`src/rtl/gen1_2_tx_scheduler.sv`:
```
// -----------------------------------------------------------------------------
// gen1_2_tx_scheduler
//
// Transmit-side packet scheduler for a Gen1/Gen2 lane datapath. It merges two
// request streams, TLPs (byte-serial, variable length) and DLLPs (6 bytes,
// presented in parallel), into one symbol stream. Each packet is wrapped with
// K-symbol framing:
//   TLP : STP (FB) , payload bytes ... , END (FD) or EDB (FE) when nullified
//   DLLP: SDP (5C) , bytes 0..5 , END (FD)
//
// Arbitration takes place in IDLE and on the transfer cycle of the closing
// END/EDB symbol, so packets can follow each other with no idle bubble. DLLPs
// win over a waiting TLP, but at most DLLP_BURST times in a row. A TLP that has
// started is never interrupted.
//
// Parameters
//   DLLP_BURST   maximum consecutive DLLP grants while a TLP is waiting
//
// Ports
//   clk          clock, all state changes on the rising edge
//   rst_n        synchronous active-low reset
//   tlp_valid    TLP byte available on tlp_data
//   tlp_data     TLP byte stream, header first
//   tlp_last     current tlp_data byte is the final one of the TLP
//   tlp_nullify  sampled with the last byte; closes the TLP with EDB
//   tlp_ready    TLP byte consumed this cycle
//   dllp_valid   DLLP pending on dllp_data
//   dllp_data    6-byte DLLP, byte 0 in [47:40], byte 5 in [7:0]
//   dllp_ready   one-cycle pulse, dllp_data captured this cycle
//   sym_data     symbol to the lane datapath
//   sym_dk       1 = K-symbol, 0 = D-symbol
//   sym_valid    a symbol is presented this cycle
//   sym_ready    datapath accepts the symbol (transfer = sym_valid & sym_ready)
//   busy         high in every state except IDLE
// -----------------------------------------------------------------------------
module gen1_2_tx_scheduler #(
  parameter int DLLP_BURST = 2
) (
  input  logic        clk,
  input  logic        rst_n,
  input  logic        tlp_valid,
  input  logic [7:0]  tlp_data,
  input  logic        tlp_last,
  input  logic        tlp_nullify,
  output logic        tlp_ready,
  input  logic        dllp_valid,
  input  logic [47:0] dllp_data,
  output logic        dllp_ready,
  output logic [7:0]  sym_data,
  output logic        sym_dk,
  output logic        sym_valid,
  input  logic        sym_ready,
  output logic        busy
);

  localparam logic [7:0] K_STP = 8'hFB;
  localparam logic [7:0] K_SDP = 8'h5C;
  localparam logic [7:0] K_END = 8'hFD;
  localparam logic [7:0] K_EDB = 8'hFE;

  // Wide enough to hold 0..DLLP_BURST; never narrower than one bit.
  localparam int STREAK_W = (DLLP_BURST < 1) ? 1 : $clog2(DLLP_BURST + 1);

  typedef enum logic [2:0] {
    IDLE,
    TLP_STP,
    TLP_BODY,
    TLP_END,
    DLLP_SDP,
    DLLP_BODY,
    DLLP_END
  } state_t;

  state_t              state;
  logic [STREAK_W-1:0] streak;
  logic [2:0]          byte_cnt;
  logic                nullify_q;
  logic [47:0]         dllp_q;

  logic arb_en;
  logic streak_ok;
  logic grant_dllp;
  logic grant_tlp;

  // Byte idx of a latched DLLP, byte 0 being the most significant.
  function automatic logic [7:0] dllp_byte(input logic [47:0] d,
                                           input logic [2:0]  idx);
    logic [7:0] b;
    case (idx)
      3'd0:    b = d[47:40];
      3'd1:    b = d[39:32];
      3'd2:    b = d[31:24];
      3'd3:    b = d[23:16];
      3'd4:    b = d[15:8];
      3'd5:    b = d[7:0];
      default: b = 8'h00;
    endcase
    return b;
  endfunction

  // Closing symbol of a TLP.
  function automatic logic [7:0] tlp_close(input logic nullified);
    return nullified ? K_EDB : K_END;
  endfunction

  // Arbitration point: IDLE, or the closing symbol of the current packet being
  // accepted. Gating with sym_ready keeps everything frozen under backpressure
  // (IDLE included); gating with rst_n keeps dllp_ready low while in reset.
  assign arb_en = rst_n & sym_ready &
                  ((state == IDLE) | (state == TLP_END) | (state == DLLP_END));

  assign streak_ok  = int'(streak) < DLLP_BURST;
  assign grant_dllp = arb_en & dllp_valid & (~tlp_valid | streak_ok);
  assign grant_tlp  = arb_en & ~grant_dllp & tlp_valid;

  assign dllp_ready = grant_dllp;
  assign busy       = (state != IDLE);

  // Symbol presentation: decoded from the registered state, except the TLP
  // payload which flows straight through from the source.
  always_comb begin
    sym_valid = 1'b0;
    sym_data  = 8'h00;
    sym_dk    = 1'b0;
    tlp_ready = 1'b0;
    case (state)
      TLP_STP: begin
        sym_valid = 1'b1;
        sym_data  = K_STP;
        sym_dk    = 1'b1;
      end
      TLP_BODY: begin
        // A source gap shows up as sym_valid=0; nothing is inserted.
        sym_valid = tlp_valid;
        sym_data  = tlp_data;
        tlp_ready = rst_n & tlp_valid & sym_ready;
      end
      TLP_END: begin
        sym_valid = 1'b1;
        sym_data  = tlp_close(nullify_q);
        sym_dk    = 1'b1;
      end
      DLLP_SDP: begin
        sym_valid = 1'b1;
        sym_data  = K_SDP;
        sym_dk    = 1'b1;
      end
      DLLP_BODY: begin
        sym_valid = 1'b1;
        sym_data  = dllp_byte(dllp_q, byte_cnt);
      end
      DLLP_END: begin
        sym_valid = 1'b1;
        sym_data  = K_END;
        sym_dk    = 1'b1;
      end
      default: ;
    endcase
  end

  // Control state. A reset abandons any packet in flight; no closing symbol is
  // sent and output resumes only on a fresh grant.
  always_ff @(posedge clk) begin
    if (!rst_n) begin
      state     <= IDLE;
      streak    <= '0;
      byte_cnt  <= '0;
      nullify_q <= 1'b0;
    end else if (grant_dllp) begin
      state    <= DLLP_SDP;
      byte_cnt <= '0;
      // Only DLLPs that jump ahead of a waiting TLP count toward the burst.
      streak   <= tlp_valid ? streak + 1'b1 : '0;
    end else if (grant_tlp) begin
      state  <= TLP_STP;
      streak <= '0;
    end else if (arb_en) begin
      state <= IDLE;
    end else if (sym_ready) begin
      case (state)
        TLP_STP:  state <= TLP_BODY;
        TLP_BODY: begin
          if (tlp_valid && tlp_last) begin
            nullify_q <= tlp_nullify;
            state     <= TLP_END;
          end
        end
        DLLP_SDP: state <= DLLP_BODY;
        DLLP_BODY: begin
          if (byte_cnt == 3'd5) begin
            state <= DLLP_END;
          end else begin
            byte_cnt <= byte_cnt + 3'd1;
          end
        end
        default: ;
      endcase
    end
  end

  // DLLP payload holding register; data only, captured on the grant.
  always_ff @(posedge clk) begin
    if (grant_dllp) begin
      dllp_q <= dllp_data;
    end
  end

endmodule

```
`config.mk`:
```
export PLATFORM = sky130hd
export DESIGN_NAME = gen1_2_tx_scheduler
export DESIGN_NICKNAME = d
export VERILOG_FILES = /design/src/rtl/gen1_2_tx_scheduler.sv
export SDC_FILE = /design/constraint.sdc
export NUM_CORES = 1
export LEC_CHECK = 0
export ABC_AREA = 0
export ABC_CLOCK_PERIOD_IN_PS = 3000
export CAP_MARGIN = 20
export CORE_MARGIN = 2
export CORE_UTILIZATION = 47
export DETAILED_ROUTE_END_ITERATION = 12
export MAX_ROUTING_LAYER = met4
export PLACE_DENSITY = 0.85
export SYNTH_ARGS = -nofsm -noshare
export SYNTH_HDL_FRONTEND = slang
export SYNTH_SLANG_ARGS = --single-unit
```
`constraint.sdc`:
```
create_clock -name clk -period 3 [get_ports clk]
set_input_delay 0.3 -clock clk [delete_from_list [all_inputs] [get_ports clk]]
set_output_delay 0.3 -clock clk [all_outputs]
set_load 0.01 [all_outputs]
```
-- Word-level counts from Yosys, hierarchy flattened
Cells that the tools add are included.
- $add $sub $neg: 2
- $lt $le $gt $ge: 1
- equal/unequal tests: 17
- mux-type cells: 16
- bitwise gates (word level): 17
- reduce and logical (&&, ||, !) cells: 19
- operator list (kind ; count):
    case mux 8 bit (6 select lines) ; 2
    two-way mux 3 bit ; 6
    == test 3 bit (second input constant) ; 5
    == test 3 x 2 -> 1 bit (second input constant) ; 4
    case mux 3 bit (4 select lines) ; 1
    AND reduction 4 bit ; 3
    inequality test 5 bit (second input constant) ; 2
    AND 1 bit ; 8
    two-way mux 2 bit ; 4
    inequality test 4 bit (second input constant) ; 2
    nonzero test 4 bit ; 2
    OR reduction 4 bit ; 2
    nonzero test 7 bit ; 1
    == test 3 x 1 -> 1 bit (second input constant) ; 2
    zero test 3 bit ; 2
    NOT 1 bit ; 6
    AND reduction 6 bit ; 1
    nonzero test 3 bit ; 2
    nonzero test 6 bit ; 1
    AND reduction 5 bit ; 1
    OR reduction 5 bit ; 1
    inequality test 2 bit (second input constant) ; 2
    adder 3 x 1 -> 3 bit (second input constant) ; 1
    bitwise OR 1 bit ; 3
    7 further kinds ; 8
- register bits after elaboration: 57
- input port bits: 63
- output and inout bits: 13
- word-level logic and storage cells: 79

-- Logic depth before layout (Yosys ltp)
Gate-level depths: netlist of the first run.
- word-level depth: 11
- depth in mapped cells: 7
- gate-level depth less buffers: 6

-- Worst setup path before layout of the first run
Ideal clock, no wire load.
- kind: register to register
- from: reg state[1]
- to: reg dllp_q[0] (enable)
- library setup time: 0.413 ns
- data arrival time: 2.045 ns
- required time: 2.587 ns
- setup slack: 0.541 ns
- stages on the path, launching flop included: 5
- buffers on the path: 1
- period minus slack after synthesis: 2.459 ns
- path through: dfxtp_1 buf_2 xnor2_1 mux2_4 and4_1
- longest elaborated chain between the ends: 6
- elaborated cells on any way between the ends: 8
- those cells by class: 2 x eq/ne; 5 x bitwise; 1 x reduce/logical
- RTL lines (what ; line ; source):
    start: declaration ; 74 ; state_t state;
    start signal: assignment ; 165 ; state <= IDLE;
    start signal: assignment ; 170 ; state <= DLLP_SDP;
    start signal: assignment ; 175 ; state <= TLP_STP;
    == test 3 x 2 -> 1 bit / zero test 3 bit (equally long branches) ; 110 ; ((state == IDLE) | (state == TLP_END) | (state == DLLP_END));
    bitwise OR 1 bit ; 110 ;
    bitwise OR 1 bit (*) ; 110 ;
    AND 1 bit (*) ; 109 ; assign arb_en = rst_n & sym_ready &
    AND 1 bit (*) (2 in a row) ; 113 ; assign grant_dllp = arb_en & dllp_valid & (~tlp_valid | streak_ok);
    net dllp_ready ; 48 ; output logic dllp_ready,
    end signal: assignment ; 204 ; dllp_q <= dllp_data;
    end: declaration ; 78 ; logic [47:0] dllp_q;
The timed path passes the listed nets; every way through them passes the cells marked *.
A chain may end at the register's enable or synchronous reset.

-- Worst setup path in the final report of the first run
- from: reg byte_cnt[0]
- to: out sym_data[1]
- longest elaborated chain between the ends: 3
- elaborated cells on any way between the ends: 8
- those cells by class: 5 x eq/ne; 2 x mux; 1 x reduce/logical
- RTL lines (what ; line ; source):
    start: declaration ; 76 ; logic [2:0] byte_cnt;
    start signal: assignment ; 193 ; byte_cnt <= byte_cnt + 3'd1;
    == test 3 bit, or another cell as far along ; 89 ; case (idx)
    case mux 8 bit (6 select lines) (*) ; 89 ;
    case mux 8 bit (6 select lines) (*) ; 126 ; case (state)
    end: declaration ; 49 ; output logic [7:0] sym_data,
Every way passes the cells marked *; elsewhere a longest branch is shown, timed or not.

==> results.py, run 1 <==
metrics = {
    "routing": {
        "drtAntennaViolNets": 0,
        "avgRoutedWirePerCell_um": 17.7,
        "route.vias.total": 1928,
        "drtIter0Drc": 129,
        "wl_mm": 5.99,
        "first_pass_iters": 4,
        "route.detailed.drc": 0,
        "routed_via_density": 5.69,
    },
    "synth": {
        "synth_seq_area_share_pct": 64.7,
        "synth-edff-count": 48,
        "synth_cell_types": 46,
        "ys_warn_count": 0,
        "syn_area_um2": 2510,
        "postSynthCellCount": 183,
        "synth.avg_cell_area_um2": 13.7,
        "synth-seq-cells": 57,
        "synth_ff_type": "edfxtp_1",
        "async_reset_ff_share_pct": 0,
        "syn_nets": 251,
    },
    "pwr": {
        "pwr_density_cell_nw_per_um2": 479,
        "p_leak_uw": 0.00122,
        "intPower_uw": 1300,
        "swShare_pct": 22.3,
        "combPwrFrac_pct": 12.2,
        "p_sw_uw": 374,
        "power_frac_seq_pct": 53.5,
        "power_uw": 1680,
        "ir_drop_mv": 0.339,
        "clkPwrFrac_pct": 34.3,
    },
    "floorplanning": {
        "die_w_um": 77.0,
        "io_pins": 76,
        "die_h_um": 77.0,
        "core.rowCount": 26,
        "dieArea_um2": 5930,
        "floorplan.initialDensity_pct": 48.8,
        "fp.coreArea_um2": 5140,
    },
    "timing": {
        "final.setup_skew_ps": 6.06,
        "worst_pin_slew_ps": 498,
        "finalCriticalPeriod_ps": 2790,
        "fmax_mhz": 358,
        "fin_ws_ps": 208,
        "finalHoldViolCount": 0,
        "min_period_over_period_pct": 93.1,
        "rsz0062_at_grt": "no",
        "setup_viol": 0,
        "totalNegativeSetupSlack_ps": 0,
        "finalMaxSlewViolations": 0,
        "max_slew_margin_pct": 66.8,
    },
    "worst_setup_path": {
        "r2r_end": "dllp_q[15]",
        "arrival_ps": 2490,
        "reg2reg_depth": 4,
        "start_kind": "flip-flop",
        "cp_max_fo": 6,
        "crit_path_end_kind": "output pin",
        "crit_start": "byte_cnt[0]",
        "r2r_slack_ps": 950,
        "worstSetupPathType": "flip-flop to output pin",
        "reg2reg_from": "state[2]",
        "cp_data_required_time_ps": 2700,
        "critPathCapture": "sym_data[1]",
    },
    "hold_path": {
        "hold_path.class": "flip-flop to flip-flop",
    },
    "placement": {
        "gp_congestion": 0.777,
        "port_buffers": 75,
        "pre_cts_ws_ps": 503,
        "place_hpwl_mm": 4.40,
    },
    "clock_network": {
        "numClockSinks": 57,
        "cts_made_buffers": 9,
        "clock_path_buffers": 2,
        "root_buffer": "clkbuf_8",
        "path_clk_slew_ps": 60,
        "h-tree-depth": 3,
        "cts-hold-fix-buffers": 0,
        "cts_tree": "done",
        "clkLatencyLatePin_ps": 330,
    },
    "global_route": {
        "grt_pass1_vias": 1938,
        "grt_pass1_wl_mm": 9.54,
        "grt_remaining_overflow": 0,
        "grtUsageTotal_pct": 22.2,
        "antenna_found_initial": 0,
        "grt_max_degree": 30,
    },
    "status": {
        "outcome": "complete, no violations",
    },
    "cells_and_area": {
        "antenna_cells": 0,
        "finalCoreUtilization_pct": 68.2,
        "n_fill_cell": 390,
        "areaGrowthSynthToFinish_pct": 39.8,
        "finish.net_count": 332,
        "final_layout_size_suffix_gt1_share_pct": 11.5,
    },
    "flow_run": {
        "maxCapViolations": 0,
    },
}
[critical path, stage by stage (launching register included)]
cell	delay [ps]
dfxtp_2	370
inv_1	80
ha_1	300
a222oi_1	410
nand2_1	90
a221oi_1	270
o22ai_1	140
clkdlybuf4s50_1	500
[per-stage QoR]
stage / hold WS (ps) / cells / area, um2
6_report: 488 / 339 / 3500
5_1_grt: 509 / 339 / 3500
4_1_cts: 487 / 339 / 3500
3_5_place_dp: 479 / 323 / 3340
3_3_place_gp: 475 / 323 / 3340
2_1_floorplan: 399 / 183 / 2510
[area by class of cell]
type	count	area (um2)	area share, %
multi-input cells	109	821	23.4
clock inverters	4	20.0	0.571
repair buffers	81	796	22.7
well taps	70	87.6	2.50
inverters	6	22.5	0.643
clock buffers	12	135	3.86
flip-flops and latches	57	1620	46.3
[power by group through the flow]
stage,Sequential (uW),Clock (uW),Combinational [uW]
2_1_floorplan,911,0,70.4
3_3_place_gp,913,0,199
3_5_place_dp,915,0,203
4_1_cts,898,592,205
5_1_grt,899,627,219
6_report,898,576,204
[cells by family after synthesis]
group,count (synthesis),synth area share (%)
muxes,9,4.09
xor gates and xnor gates,3,1.05
AOI/OAI and AO/OA,55,16.7
adders and majority gates,5,2.50
and+or+nand+nor,37,8.14
buffers and inverters,17,2.80
DFF,57,64.7
[synthesized netlist by cell type (all sizes together), types with 2 or more instances]
library cell | instances | share of area (%)
ha | 5 | 2.5
nor2 | 10 | 1.5
a21oi | 8 | 1.6
a222oi | 6 | 2.4
mux2 | 7 | 3.3
nor2b | 3 | 0.75
nand2 | 9 | 1.3
and4 | 2 | 0.70
o21ai | 9 | 1.8
o22ai | 4 | 1.0
a21boi | 2 | 0.60
dfxtp | 9 | 7.2
and2 | 3 | 0.75
a221o | 3 | 1.2
o211ai | 2 | 0.60
mux2i | 2 | 0.80
inv | 6 | 0.90
buf | 6 | 1.1
clkbuf | 5 | 0.75
a22o | 4 | 1.4
xnor2 | 2 | 0.70
edfxtp | 48 | 58
a221oi | 8 | 2.8
nand4 | 3 | 0.75
[state kept, by name, summed over array words and instances (netlist names)]
name	cells
state	3
nullify_q	1
streak	2
byte_cnt	3
dllp_q	48
[layer usage]
| layer | vias to the layer above | GRT usage, % | wire (um) |
|---|---|---|---|
| li1 | 897 | - | - |
| met1 | 918 | 28.3 | 2520 |
| met2 | 99 | 32.7 | 2890 |
| met3 | 14 | 4.24 | 398 |
| met4 | 0 | 14.5 | 186 |
| met5 | - | - | 0 |
[how the worst min path moves through the flow]
stage                            start   endpoint  slack [ps]  cells after the start
final                        streak[0]  streak[0]         490                      1
after floorplan           dllp_data[0]  dllp_q[0]         400                      0
after detailed placement     streak[0]  streak[0]         480                      1
after global routing         streak[0]  streak[0]         510                      1
after global placement       streak[0]  streak[0]         470                      1
after CTS                    streak[0]  streak[0]         490                      1
[repair_timing]
| action | 4_1_cts | 5_1_grt |
|---|---|---|
| gates resized for setup | 0 | 3 |
| buffers inserted | 0 | 0 |
| hold endpoints to repair | 0 | 0 |
| endpoints found under the setup margin | 0 | 1 |
[placed cells by master, fill, tap and decap left out, types with 3 or more instances in the layout]
| master | n |
|---|---|
| a22o_1 | 4 |
| a222oi_1 | 6 |
| clkdlybuf4s50_1 | 75 |
| nand2_1 | 9 |
| a221o_1 | 3 |
| a221oi_1 | 8 |
| nor2b_1 | 3 |
| o22ai_1 | 4 |
| buf_4 | 6 |
| nor2_1 | 10 |
| dfxtp_1 | 8 |
| edfxtp_1 | 48 |
| nand4_1 | 3 |
| o21ai_0 | 7 |
| ha_1 | 3 |
| clkbuf_8 | 9 |
| mux2_2 | 6 |
| clkbuf_1 | 3 |
| inv_1 | 6 |
| a21oi_1 | 8 |
(Power assumes the default switching activity.)
==> inputs of run 2 (changes only) <==
CORE_UTILIZATION = 25   (was 47)
PLACE_DENSITY = 0.53   (was 0.85)
==> run 2 against run 1 <==
Hold slack got worse by 0.89 ps. Die area rose by 83%. Clock skew up 2.7 ps. First-iteration DRC count decreased by 46%. Critical path depth unchanged. Global-route usage is 9.2 points lower. Clock power grew 7.6%. Design area is 2.9% higher. Sequential power is 0.4% lower. Largest cell class unchanged. Non-clock buffer count grew 1. Cell count grew 19%.
==> results.py, run 2 (synthesis gave the netlist of run 1 again) <==
metrics = {
    "status": {
        "outcome": "complete, no violations",
    },
    "worst_setup_path": {
        "start_kind": "flip-flop",
        "cp_num_buf_inv": 2,
        "slowest_stage": "clkdlybuf4s50_1",
        "worstSetupPathType": "flip-flop to output pin",
        "crit_path_end_kind": "output pin",
        "critPathMaxStageDelay_ps": 500,
        "crit_chain": "inv_1 > ha_2 > a222oi_1 > nand2_1 > a221oi_1 > o22ai_1 > clkdlybuf4s50_1",
        "crit_family": "compound AO/OA/AOI/OAI gates",
        "cp_max_fo": 14,
        "cp_data_required_time_ps": 2700,
        "arrival_ps": 2460,
    },
    "floorplanning": {
        "io_pins": 76,
        "floorplan.initialDensity_pct": 25.6,
        "die_h_um": 104,
        "die_w_um": 104,
        "dieArea_um2": 10800,
        "core.rowCount": 36,
        "fp.coreArea_um2": 9770,
    },
    "timing": {
        "rsz0062_at_grt": "no",
        "worst_pin_slew_ps": 643,
        "final.setup_skew_ps": 8.79,
        "totalNegativeSetupSlack_ps": 0,
        "fmax_mhz": 362,
        "finalHoldViolCount": 0,
        "fin_ws_ps": 241,
        "hold_ws_ps": 487,
        "setup_viol": 0,
        "max_slew_margin_pct": 57.2,
        "min_period_over_period_pct": 92.0,
        "finalCriticalPeriod_ps": 2760,
        "finalMaxSlewViolations": 0,
    },
    "cells_and_area": {
        "final_cell_mix": "clkdlybuf4s50_1, edfxtp_1, nor2_1",
        "layout_commonest_cell": "clkdlybuf4s50_1",
        "reg_top3": "dllp_q: 48 flops, byte_cnt: 3 flops, state: 3 flops",
        "regArea_um2": 1620,
        "antenna_cells": 0,
        "n_fill_cell": 997,
        "fin_cells": 403,
        "areaGrowthSynthToFinish_pct": 43.9,
        "final_layout_size_suffix_gt1_share_pct": 13.7,
        "largest_register_ffs": 48,
        "regMostFlops": "dllp_q",
        "multi_input_area_um2": 823,
        "finish.net_count": 333,
    },
    "pwr": {
        "ir_drop_mv": 0.251,
        "power_uw": 1720,
        "p_leak_uw": 0.00123,
        "pwr_density_cell_nw_per_um2": 477,
    },
    "placement": {
        "pre_cts_ws_ps": 439,
        "gp_congestion": 0.717,
        "dp_cells": 387,
        "port_buffers": 75,
        "place_hpwl_mm": 4.64,
    },
    "global_route": {
        "grt_max_degree": 50,
        "antenna_found_initial": 0,
        "grt_pass1_vias": 1998,
        "grt_pass1_wl_mm": 10.4,
        "grtUsageTotal_pct": 13.0,
        "grt_remaining_overflow": 0,
    },
    "routing": {
        "avgRoutedWirePerCell_um": 15.8,
        "first_pass_iters": 4,
        "drtIter0Drc": 70,
        "wl_mm": 6.38,
        "route.detailed.drc": 0,
        "drtAntennaViolNets": 0,
        "route.vias.total": 1813,
        "routed_via_density": 4.50,
    },
    "clock_network": {
        "clock_path_buffers": 2,
        "h-tree-depth": 3,
        "cts-hold-fix-buffers": 0,
        "numClockSinks": 57,
        "root_buffer": "clkbuf_8",
        "cts_made_buffers": 9,
        "path_clk_slew_ps": 70,
        "clkLatencyLatePin_ps": 340,
        "cts_setup_buffers": 0,
        "cts_tree": "done",
    },
    "flow_run": {
        "maxCapViolations": 0,
    },
    "hold_path": {
        "hold_path.class": "flip-flop to flip-flop",
    },
}
[run 2: cell count changes in the layout (fill, tap and decap cells not counted), moves of 2 or more]
cell | previous run | this run
clkinvlp_4 | 1 | 3
clkinv_2 | 1 | 3
clkinv_1 | 2 | 0
clkbuf_1 | 3 | 0
[run 2: final timing paths]
kind	start	to	slack, ps	cells after the start
setup reg to reg	state[1]	dllp_q[39]	880	5
hold / removal	streak[0]	streak[0]	490	1
setup / recovery	byte_cnt[1]	sym_data[1]	240	7
hold reg to reg	streak[0]	streak[0]	490	1
[run 2: final cells by class]
class	instances	share of cell area (%)
clock buffers	9	3.43
clock inverters	7	1.28
inverters	6	0.624
multi-input cells	109	22.8
flip-flops and latches	57	45.0
well taps	133	4.61
repair buffers	82	22.3
[run 2: routing by layer]
metal | GRT usage [%] | vias to the layer above | routed length (um)
li1 | - | 899 | -
met1 | 14.5 | 845 | 2800
met2 | 21.6 | 61 | 3070
met3 | 5.26 | 8 | 425
met4 | 3.76 | 0 | 75
met5 | - | - | 0
[run 2: per-stage QoR]
stage	cell area [um2]	util (%)
3_3_place_gp	3430	35.1
6_report	3610	36.9
3_5_place_dp	3430	35.1
5_1_grt	3610	36.9
4_1_cts	3600	36.8
2_1_floorplan	2510	-
[run 2: repair_timing]
| action | CTS | global route |
|---|---|---|
| resized for setup | 0 | 3 |
| endpoints found under the hold margin | 0 | 0 |
| setup endpoints to repair | 0 | 6 |
[run 2: where the power goes]
| group | leakage (uW) | switching [uW] | total (uW) | internal [uW] |
|---|---|---|---|---|
| sequential | 0.000512 | 7.43 | 894 | 887 |
| combinational | 0.000634 | 80.8 | 206 | 126 |
| clock | 0.0000814 | 323 | 620 | 297 |
| total | 0.00123 | 411 | 1720 | 1310 |
==> inputs of run 3 (changes only) <==
CELL_PAD_IN_SITES_DETAIL_PLACEMENT = 0   (was unset)
CELL_PAD_IN_SITES_GLOBAL_PLACEMENT = 1   (was unset)
PLACE_DENSITY = 0.62   (was 0.53)
==> run 3 against run 2 <==
Critical path depth did not move. First-iteration DRC count rose by 51%. Worst setup slack got worse by 4.2 ps. Wire length fell by 0.47%. Sequential cell count did not move. Non-clock buffer count fell by 1. Hold slack got worse by 3.9 ps. Clock-buffer cell count rose by 1. Power rose by 3.7%. Critical path type unchanged. Largest cell class unchanged. Highest routed layer unchanged.
==> results.py, run 3 (synthesis gave the netlist of run 1 again) <==
metrics = {
    "cells_and_area": {
        "n_fill_cell": 983,
        "layout_commonest_cell": "clkdlybuf4s50_1",
        "areaGrowthSynthToFinish_pct": 44.5,
        "final_cell_mix": "clkdlybuf4s50_1, edfxtp_1, nor2_1",
        "finish.net_count": 332,
        "antenna_cells": 0,
        "regMostFlops": "dllp_q",
        "largest_register_ffs": 48,
        "final_layout_size_suffix_gt1_share_pct": 12.6,
        "reg_top3": "dllp_q: 48 flops, byte_cnt: 3 flops, state: 3 flops",
    },
    "worst_setup_path": {
        "critPathMaxStageDelay_ps": 490,
        "crit_family": "compound AO/OA/AOI/OAI gates",
        "slowest_stage": "clkdlybuf4s50_1",
        "worstSetupPathType": "flip-flop to output pin",
        "reg2reg_from": "state[0]",
        "start_kind": "flip-flop",
        "crit_start": "byte_cnt[1]",
        "cp_max_fo": 14,
        "r2r_end": "dllp_q[44]",
        "cp_data_required_time_ps": 2700,
        "r2r_slack_ps": 1080,
        "cp_num_buf_inv": 2,
        "reg2reg_depth": 3,
        "crit_path_end_kind": "output pin",
        "arrival_ps": 2460,
        "crit_chain": "inv_1 > ha_2 > a222oi_1 > nand2_1 > a221oi_2 > o22ai_1 > clkdlybuf4s50_1",
    },
    "routing": {
        "avgRoutedWirePerCell_um": 15.8,
        "first_pass_iters": 4,
        "route.vias.total": 1837,
        "drtIter0Drc": 106,
        "route.detailed.drc": 0,
        "routed_via_density": 4.57,
        "wl_mm": 6.35,
        "drtAntennaViolNets": 0,
    },
    "floorplanning": {
        "core.rowCount": 36,
        "dieArea_um2": 10800,
        "die_w_um": 104,
        "die_h_um": 104,
        "io_pins": 76,
        "floorplan.initialDensity_pct": 25.6,
        "fp.coreArea_um2": 9770,
    },
    "clock_network": {
        "cts-hold-fix-buffers": 0,
        "cts_made_buffers": 9,
        "cts_setup_buffers": 0,
        "cts_tree": "done",
        "h-tree-depth": 3,
        "clkLatencyLatePin_ps": 330,
        "clock_path_buffers": 2,
        "root_buffer": "clkbuf_8",
        "path_clk_slew_ps": 60,
        "cts.repair.resized": 0,
        "numClockSinks": 57,
    },
    "timing": {
        "finalMaxSlewViolations": 0,
        "fmax_mhz": 362,
        "max_slew_margin_pct": 64.0,
        "hold_ws_ps": 483,
        "fin_ws_ps": 237,
        "finalHoldViolCount": 0,
        "totalNegativeSetupSlack_ps": 0,
        "rsz0062_at_grt": "no",
        "final.setup_skew_ps": 9.56,
        "finalCriticalPeriod_ps": 2760,
        "min_period_over_period_pct": 92.1,
        "worst_pin_slew_ps": 538,
        "setup_viol": 0,
    },
    "hold_path": {
        "hold_path.class": "flip-flop to flip-flop",
        "holdPathEnd": "streak[0]",
        "hold_depth": 1,
        "min_from": "streak[0]",
    },
    "placement": {
        "place_hpwl_mm": 4.60,
        "pre_cts_ws_ps": 402,
        "port_buffers": 75,
        "gp_congestion": 0.747,
    },
    "flow_run": {
        "maxCapViolations": 0,
    },
    "pwr": {
        "p_leak_uw": 0.00123,
        "pwr_density_cell_nw_per_um2": 493,
        "ir_drop_mv": 0.269,
    },
    "global_route": {
        "grt_pass1_wl_mm": 9.96,
        "grt_pass1_vias": 1818,
        "grt_remaining_overflow": 0,
        "grtUsageTotal_pct": 12.5,
        "grt_max_degree": 30,
        "antenna_found_initial": 0,
    },
    "status": {
        "outcome": "complete, no violations",
    },
}
run 3: power by group:
group | leakage, uW | internal [uW] | switching, uW | total (uW)
logic | 0.000631 | 126 | 80.1 | 206
clock network | 0.0000913 | 378 | 304 | 681
registers | 0.000512 | 887 | 10.4 | 897
run 3: layout make-up:
class,count,area [um2],share of cell area (%)
flip-flops and latches,57,1620,44.8
multi-input cells,109,830,22.9
repair buffers,81,796,22.0
well taps,133,166,4.59
clock buffers,10,128,3.52
clock inverters,6,58.8,1.62
inverters,6,22.5,0.622
run 3: worst max path at each step:
stage / end / depth (start not counted)
after floorplan: dllp_q[0] / 4
after CTS: sym_data[1] / 7
after detailed placement: sym_data[1] / 7
after global placement: sym_data[6] / 7
final: sym_data[1] / 7
after global routing: sym_data[1] / 7
run 3: metal layers:
metal  routed length, um  vias up  track usage (%)
met5                   0        -                -
met4                  67        0             4.63
met3                 383        6             4.01
met2                2970       78             19.3
met1                2930      860             15.4
li1                    -      893                -
run 3: stage by stage:
step	area, um2	utilization (%)	cells	power, uW
finish	3620	37.1	402	1780
global route	3620	37.1	402	1860
CTS	3610	36.9	402	1810
detailed placement	3420	35.0	386	1120
global placement	3420	35.0	386	1120
floorplan	2510	-	183	981
run 3: worst reg2reg max path, stage by stage, from the launching register on:
cell and delay (ps):
dfxtp_1 630, mux2_4 290, and4_2 290, buf_4 360
